--- src/rtl/sipo_reg.sv ---
// MSB-first serial-in, parallel-out frame receiver with held output and completion strobe.
// Latency: par_out/frame_done update on the edge sampling the last bit; clk_inh freezes all state.
module sipo_reg #(
  parameter int WIDTH = 8
) (
  input  logic                     clk,
  input  logic                     N_clr,
  input  logic                     ser_in,
  input  logic                     clk_inh,
  input  logic                     shift_en,
  input  logic                     sync,
  output logic [WIDTH-1:0]         par_out,
  output logic                     frame_done,
  output logic [$clog2(WIDTH)-1:0] bit_cnt
);

  localparam int CW = $clog2(WIDTH);
  localparam logic [CW-1:0] CNT_LAST = CW'(WIDTH - 1);
  localparam logic [CW-1:0] CNT_ONE  = CW'(1);

  logic [WIDTH-1:0] sh_q,   sh_d;
  logic [CW-1:0]    cnt_q,  cnt_d;
  logic [WIDTH-1:0] par_q,  par_d;
  logic             done_q, done_d;
  logic [WIDTH-1:0] sh_shifted;

  assign sh_shifted = {sh_q[WIDTH-2:0], ser_in};

  always_comb begin
    sh_d   = sh_q;
    cnt_d  = cnt_q;
    par_d  = par_q;
    done_d = 1'b0;
    if (clk_inh) begin
      // frozen: everything holds, the strobe cannot extend across an inhibit
    end else if (sync) begin
      sh_d  = '0;
      cnt_d = '0;
    end else if (shift_en) begin
      sh_d = sh_shifted;
      if (cnt_q == CNT_LAST) begin
        par_d  = sh_shifted;
        cnt_d  = '0;
        done_d = 1'b1;
      end else begin
        cnt_d = cnt_q + CNT_ONE;
      end
    end
  end

  always_ff @(posedge clk or negedge N_clr) begin
    if (!N_clr) begin
      sh_q   <= '0;
      cnt_q  <= '0;
      par_q  <= '0;
      done_q <= 1'b0;
    end else begin
      sh_q   <= sh_d;
      cnt_q  <= cnt_d;
      par_q  <= par_d;
      done_q <= done_d;
    end
  end

  assign par_out    = par_q;
  assign frame_done = done_q;
  assign bit_cnt    = cnt_q;

endmodule
--- config.mk ---
export PLATFORM = sky130hd
export DESIGN_NAME = sipo_reg
export DESIGN_NICKNAME = d
export VERILOG_FILES = /design/src/rtl/sipo_reg.sv
export SDC_FILE = /design/constraint.sdc
export NUM_CORES = 1
export LEC_CHECK = 0
export ABC_AREA = 0
export BUFFER_PORTS_ARGS = -buffer_cell sky130_fd_sc_hd__clkbuf_2
export CAP_MARGIN = 0
export CORE_UTILIZATION = 29
export CTS_BUF_LIST = sky130_fd_sc_hd__clkbuf_16
export CTS_CLUSTER_SIZE = 24
export DETAILED_ROUTE_END_ITERATION = 10
export SLEW_MARGIN = 10
export SYNTH_ARGS = -nofsm -noshare
export SYNTH_HDL_FRONTEND = slang
export SYNTH_SLANG_ARGS = --single-unit
--- constraint.sdc ---
create_clock -name clk -period 2.1 [get_ports clk]
set_input_delay 0.42 -clock clk [delete_from_list [all_inputs] [get_ports clk]]
set_output_delay 0.42 -clock clk [all_outputs]
set_load 0.1 [all_outputs]
==> results of run 1 <==
critical path, stage by stage, from the launching register on:
cell,delay [ps]
dfrtp_2,430
ha_1,200
ha_1,190
and4bb_1,200
buf_4,180
mux2_4,300
power groups by stage:
stage	clock [µW]	combinational [µW]	sequential, µW
after global routing	423	196	416
after global placement	0	184	418
after detailed placement	0	186	419
after CTS	404	187	413
final	392	185	412
after floorplan	0	71.8	495
stage by stage:
step | instances | area, µm² | utilization, % | power, µW
final | 139 | 1190 | 37.8 | 988
after floorplan | 77 | 996 | - | 567
after global placement | 135 | 1110 | 35.2 | 602
after detailed placement | 135 | 1110 | 35.2 | 605
after CTS | 139 | 1190 | 37.8 | 1000
after global routing | 139 | 1190 | 37.8 | 1040
registers in the layout (all words and copies together) (netlist names):
signal	count
bit_cnt	3
sh_q	7
par_out	8
frame_done	1
cell type report:
type / count / share of cell area [%]
Inverter: 10 / 3.15
Sequential cell: 19 / 40.1
Timing Repair Buffer: 20 / 9.03
Clock buffer: 3 / 6.30
Clock inverter: 1 / 0.420
Multi-Input combinational cell: 42 / 36.3
Tap cell: 44 / 4.62
routing by layer:
| layer | global-route usage [%] | share of wire (%) |
|---|---|---|
| met2 | 18.7 | 50 |
| met3 | 3.84 | 3.4 |
| met4 | 4.87 | 1.8 |
| met5 | 0 | 0 |
| met1 | 15.7 | 45 |
cell usage in the layout (no fill, tap or decap):
cell type   n
inv_1      10
or4b_4      1
nand3b_1    9
clkinv_2    1
dfrtp_1    17
mux2_4      8
buf_4       3
dfrtp_2     2
and4bb_1    1
o221ai_2   10
nand2_1    10
or2_1       1
clkbuf_2   17
clkbuf_16   3
ha_1        2
cells by family (layout without fill, tap and decap cells):
logic type / count (synthesis) / in the layout / share of synthesized area, %
AOI/OAI and AO/OA: 10 / 10 / 15.1
muxes: 8 / 8 / 12.1
DFF: 19 / 19 / 47.9
and+or+nand+nor: 22 / 22 / 13.9
buffers and inverters: 16 / 34 / 8.56
adders and majority gates: 2 / 2 / 2.52
path summary, 6_finish.rpt:
| path | endpoint | cells after the start | slack (ps) |
|---|---|---|---|
| max | par_out[2] | 5 | 470 |
| max reg2reg | par_out[2] | 5 | 470 |
| max in group asynchronous | bit_cnt[1] | 1 | 1630 |
| min | sh_q[4] | 1 | 120 |
| min in group clk | par_out[0] | 2 | 430 |
| min reg2reg | par_out[4] | 1 | 510 |
cell usage after synthesis:
cell type	number
buf_2	2
or4b_4	1
clkbuf_1	1
nand3b_1	9
mux2_4	8
o221ai_2	10
dfrtp_1	19
buf_6	3
or2_1	1
inv_1	10
ha_1	2
and4bb_1	1
nand2_1	10
==> results.yml, run 1 <==
status:
  outcome: "completed"
global_route:
  antenna_found_initial: 0
  grt-ovfl-total: 0
  grt_max_degree: 22
  grt_pass1_wl_um: 3190
  grt_use_total_pct: 12.1
  first_global_vias: 661
placed_design:
  gp_congestion: 0.676
  port_buffers: 17
  dp_hpwl_um: 1320
  dp_slack_ps: 460
worst_setup_path:
  crit_arrival_ps: 1760
  startpoint: "bit_cnt[0]"
  end_kind: "flip-flop"
  required_ps: 2230
  worstReg2RegStart: "bit_cnt[0]"
  critPathLaunchType: "flip-flop"
  path_class: "reg -> reg"
  crit_fanout: 9
sta:
  timing.final.crit_share_pct: 77.5
  tightest_slew_ps: 539
  skew_ps: 2.88
  max_freq_ghz: 0.615
  hold_viol_final: 0
  rsz0062_at_grt: "false"
  slew-limit-headroom_pct: 64.2
  setup_viol: 0
  slew_violations: 0
  fin_ws_ps: 473
  period_needed_ps: 1630
  hold_slack_ps: 115
  timing.setup.tns_ps: 0
clocking:
  cts_tree: "yes"
  clkSlewWorstSetupHoldPaths_ps: 60
  htree_levels: 1
  insertion_delay_ps: 250
  cts-hold-fix-buffers: 0
  cts_made_buffers: 3
  clock-root-buffer: "clkbuf_16"
  cts-resized-gates: 0
  post_cts_buffers: 0
  clockBufferDepth: 2
  clkSinkCount: 19
logic_synthesis:
  yosysTopAreaCellShare_pct: 47.9
  yosys-top-cells-area: "dfrtp_1, o221ai_2, mux2_4"
  syn_inst: 77
  synth_seq_area_share_pct: 47.9
  synth_cell_type_count: 13
  syn-num-nets: 85
  netlist_area_um2: 993
  avgSynthCellArea_um2: 12.9
  yosys_warnings: 0
  yosys.area.top_type: "dfrtp_1"
  ys_ff_latch: 19
finish:
  seq_area_um2: 478
  n_antenna_cell: 0
  fin_nets: 104
  area_growth_pct: 19.9
  multi_input_area_um2: 433
  layout-drive-gt1-share_pct: 47.4
  nFillCells: 312
pwr:
  p_leak_uw: 0.000533
  internal_power_uw: 691
  seqPwrFrac_pct: 41.7
  switching_share_pct: 30.1
  p_sw_uw: 298
  clockPowerShare_pct: 39.6
  power_frac_comb_pct: 18.7
  powerDensity_nw_per_um2: 830
  ir_drop_mv: 0.336
floorplan:
  die_area_um2: 3660
  die_h_um: 60.5
  start_util_pct: 31.5
  die_x_um: 60.5
  core-area_um2: 3150
  ios: 18
  rows: 20
routing:
  first_pass_iters: 4
  drc: 0
  vias: 625
  routed_wl_um: 1820
  routed_via_density: 4.50
  drt_iter0_markers: 23
  drt-wirelength-per-cell_um: 13.1
  ant_nets: 0
min_path:
  hold_path.class: "in -> async"
flow_run:
  maxCapViolCount: 0
Power figures use the tool's default switching activity.
==> run 2, diff against run 1 <==
==> constraint.sdc (replaced) <==
create_clock -name clk -period 1.7 [get_ports clk]
set_input_delay 0.34 -clock clk [delete_from_list [all_inputs] [get_ports clk]]
set_output_delay 0.34 -clock clk [all_outputs]
set_load 0.1 [all_outputs]
==> results.yml, run 2 (same netlist as run 1, synthesis figures left out) <==
status:
  outcome: "completed"
floorplan:
  die_x_um: 60.5
  core-area_um2: 3150
  start_util_pct: 31.5
  ios: 18
  rows: 20
  die_h_um: 60.5
  die_area_um2: 3660
clocking:
  clkSlewWorstSetupHoldPaths_ps: 50
  clkSinkCount: 19
  insertion_delay_ps: 250
  clock-root-buffer: "clkbuf_16"
  clockBufferDepth: 2
  cts-hold-fix-buffers: 0
  cts_made_buffers: 3
  cts_tree: "yes"
  htree_levels: 1
global_route:
  grt-ovfl-total: 0
  grt_util_met2_pct: 22.0
  grt_use_total_pct: 12.8
  antenna_found_initial: 0
  met3_usage_pct: 4.48
  grt_pass1_wl_um: 3390
  first_global_vias: 723
  grt_max_degree: 21
  use_met1_pct: 15.0
  grt-busiest-layer: "met2"
pwr:
  powerDensity_nw_per_um2: 1010
  p_leak_uw: 0.000529
  power_uw: 1250
  ir_drop_mv: 0.505
finish:
  seq_area_um2: 484
  area_growth_pct: 23.8
  largest_register_ffs: 8
  fin_nets: 105
  layout_commonest_cell: "clkbuf_2"
  layout-drive-gt1-share_pct: 52.1
  nFillCells: 311
  layout_common_cells: "clkbuf_2, dfrtp_1, inv_1, nand2_1, o221ai_2"
  multi_input_area_um2: 458
  n_antenna_cell: 0
  finish.utilization_pct: 39.0
worst_setup_path:
  worstPathCellList: "buf_4 > clkbuf_2"
  worstReg2RegStart: "bit_cnt[1]"
  crit_arrival_ps: 1260
  path_class: "reg -> out"
  slowest_stage: "dfrtp_4"
  startpoint: "bit_cnt[0]"
  end_kind: "primary output"
  r2r_slack_ps: 100
  crit_family: "buffers and inverters"
  cpPeakStageDelay_ps: 490
  required_ps: 1360
  critPathLaunchType: "flip-flop"
  crit_fanout: 4
  crit_buf_inv: 2
flow_run:
  maxCapViolCount: 0
sta:
  timing.final.crit_share_pct: 94.0
  skew_ps: 2.47
  rsz0062_at_grt: "false"
  setup_viol: 0
  period_needed_ps: 1600
  fin_ws_ps: 102
  slew_violations: 0
  timing.setup.tns_ps: 0
  hold_viol_final: 0
  slew-limit-headroom_pct: 58.7
  max_freq_ghz: 0.626
  tightest_slew_ps: 619
routing:
  vias: 686
  drt-wirelength-per-cell_um: 14.1
  routed_via_density: 4.90
  drc: 0
  first_pass_iters: 4
  drt_iter0_markers: 22
  ant_nets: 0
  routed_wl_um: 1970
placed_design:
  dp_slack_ps: -37.3
  gp_congestion: 0.652
  dp_hpwl_um: 1330
  port_buffers: 17
min_path:
  hold_path.class: "in -> async"
-- run 2: timing repair --
action                     in CTS  in global routing
setup endpoints to repair       8                  0
setup buffers                   0                  0
gates resized for setup         1                  0
-- run 2: final timing paths --
path / to / cells past startpoint
worst max register to register: par_out[0] / 4
min in group clk: par_out[0] / 2
max in group asynchronous: bit_cnt[1] / 1
worst min register to register: par_out[5] / 1
worst min-delay path: par_out[7] / 1
worst max-delay path: bit_cnt[0] / 2
-- run 2: cell type report --
type	count	area share, %
clock buffers	3	6.10
clock inverters	1	0.407
inverters	10	3.05
multi-input cells	42	37.2
flip-flops and latches	19	39.4
well taps	44	4.48
repair buffers	21	9.36
-- run 2: metal layers --
metal / up-vias / wire length [µm] / share of wire [%]
met5: - / 0 / 0
met1: 361 / 872 / 44
met4: 0 / 25 / 1.3
met2: 15 / 1020 / 52
met3: 2 / 54 / 2.7
li1: 308 / - / -
-- run 2: power breakdown --
group          internal [µW]  switching, µW  total (µW)  leakage (µW)
Clock                    315            168         483     0.0000409
Sequential               485           31.3         516      0.000256
Combinational           69.6            179         248      0.000232
Total                    869            378        1250      0.000529
-- run 2: through the flow --
stage | hold WS (ps) | instances | cell area (µm²)
2_1_floorplan | 44.4 | 77 | 1030
3_3_place_gp | 323 | 136 | 1150
3_5_place_dp | 331 | 136 | 1150
4_1_cts | 60.1 | 140 | 1230
5_1_grt | 78.9 | 140 | 1230
6_report | 44.5 | 140 | 1230
==> run 3, diff against run 2 <==
--- a/config.mk
+++ b/config.mk
@@ -12,6 +12,7 @@
 export CTS_BUF_LIST = sky130_fd_sc_hd__clkbuf_16
 export CTS_CLUSTER_SIZE = 24
 export DETAILED_ROUTE_END_ITERATION = 10
+export PLACE_DENSITY = 0.49
 export SLEW_MARGIN = 10
 export SYNTH_ARGS = -nofsm -noshare
 export SYNTH_HDL_FRONTEND = slang
==> results.yml, run 3 (same netlist as run 1, synthesis figures left out) <==
status:
  outcome: "completed"
routing:
  ant_nets: 0
  drt_iter0_markers: 8
  drt-wirelength-per-cell_um: 13.3
  routed_via_density: 4.53
  routed_wl_um: 1840
  first_pass_iters: 3
  drc: 0
  vias: 630
clocking:
  clkSinkCount: 19
  cts_tree: "yes"
  clockBufferDepth: 2
  clock-root-buffer: "clkbuf_16"
  cts_made_buffers: 3
  clkSlewWorstSetupHoldPaths_ps: 60
  htree_levels: 1
  post_cts_buffers: 0
  insertion_delay_ps: 250
placed_design:
  placed_cells: 135
  gp_congestion: 0.663
  dp_slack_ps: -61.1
  port_buffers: 17
  dp_hpwl_um: 1250
sta:
  rsz0062_at_grt: "false"
  tightest_slew_ps: 595
  period_needed_ps: 1610
  setup_viol: 0
  slew_violations: 0
  fin_ws_ps: 86.3
  timing.final.crit_share_pct: 94.9
  skew_ps: 2.75
  timing.setup.tns_ps: 0
  hold_viol_final: 0
  max_freq_ghz: 0.620
  slew-limit-headroom_pct: 60.3
worst_setup_path:
  cp.depth: 4
  cpPeakStageDelay_ps: 510
  worstPathCellList: "ha_4 > ha_4 > and4bb_2 > mux2_4"
  worstReg2RegStart: "bit_cnt[0]"
  crit_arrival_ps: 1750
  crit_top_cell: "ha_4"
  path_class: "reg -> reg"
  slowest_stage: "dfrtp_4"
  end_kind: "flip-flop"
  crit_family: "flip-flops"
  startpoint: "bit_cnt[0]"
  critPathLaunchType: "flip-flop"
  required_ps: 1830
  r2r_slack_ps: 90
  crit_buf_inv: 0
  ff2ff_path_depth: 4
  crit_fanout: 9
finish:
  nFillCells: 328
  layout_common_cells: "clkbuf_2, dfrtp_1, inv_1, nand2_1, o221ai_2"
  seq_area_um2: 484
  area_growth_pct: 23.0
  multi_input_area_um2: 458
  fin_nets: 104
  stdcell_count: 139
  largest_register_ffs: 8
  layout_commonest_cell: "clkbuf_2"
  layout-drive-gt1-share_pct: 51.6
  n_antenna_cell: 0
pwr:
  ir_drop_mv: 0.573
  power_uw: 1240
  seqPwrFrac_pct: 41.9
  p_leak_uw: 0.000524
  powerDensity_nw_per_um2: 1010
  power_frac_comb_pct: 19.2
  switching_share_pct: 30.1
  p_sw_uw: 373
  clockPowerShare_pct: 38.9
  internal_power_uw: 865
floorplan:
  die_h_um: 60.5
  start_util_pct: 31.5
  rows: 20
  die_x_um: 60.5
  ios: 18
  die_area_um2: 3660
  core-area_um2: 3150
global_route:
  grt_use_total_pct: 11.8
  grt-busiest-layer: "met2"
  use_met1_pct: 15.1
  grt-ovfl-total: 0
  grt_util_met2_pct: 19.3
  met3_usage_pct: 3.20
  antenna_found_initial: 0
  grt_max_degree: 21
  grt_pass1_wl_um: 3040
  first_global_vias: 625
min_path:
  hold_path.class: "in -> async"
flow_run:
  maxCapViolCount: 0
-- run 3: cell count changes in the layout (fill, tap and decap cells not counted), sizes merged --
cell  change
buf       -1
-- run 3: worst paths after layout --
check / end
worst min-delay path: bit_cnt[1]
min in group clk: par_out[0]
max in group asynchronous: bit_cnt[0]
worst min register to register: par_out[7]
worst max register to register: par_out[6]
worst max-delay path: par_out[6]
-- run 3: area by class of cell --
class	count	area share [%]
sequential	19	39.6
tap	44	4.50
multi-input combinational	42	37.5
clock buffer	3	6.14
inverter	10	3.07
timing repair buffer	20	8.80
clock inverter	1	0.409
-- run 3: timing repair --
| item | 4_1_cts | 5_1_grt |
|---|---|---|
| hold buffers | 0 | 0 |
| gates resized for setup | 1 | 0 |
| endpoints found under the setup margin | 8 | 0 |
-- run 3: per-layer routing --
layer / wire [µm] / share of wire [%] / vias up
li1: - / - / 309
met1: 855 / 46 / 309
met2: 920 / 50 / 10
met3: 51 / 2.8 / 2
met4: 13 / 0.71 / 0
met5: 0 / 0 / -
-- run 3: stage by stage --
step	hold WS [ps]	utilization, %	cell area, µm²
final	47.3	38.8	1220
after global routing	81.8	38.8	1220
after CTS	67.2	38.8	1220
after detailed placement	333	36.2	1140
after global placement	340	36.2	1140
after floorplan	44.4	-	1030
-- run 3: power by group through the flow --
stage / Sequential, µW / Clock [µW] / Combinational [µW]
final: 518 / 482 / 238
after global routing: 523 / 521 / 257
after CTS: 518 / 497 / 243
after detailed placement: 526 / 0 / 243
after global placement: 525 / 0 / 238
after floorplan: 622 / 0 / 93.2
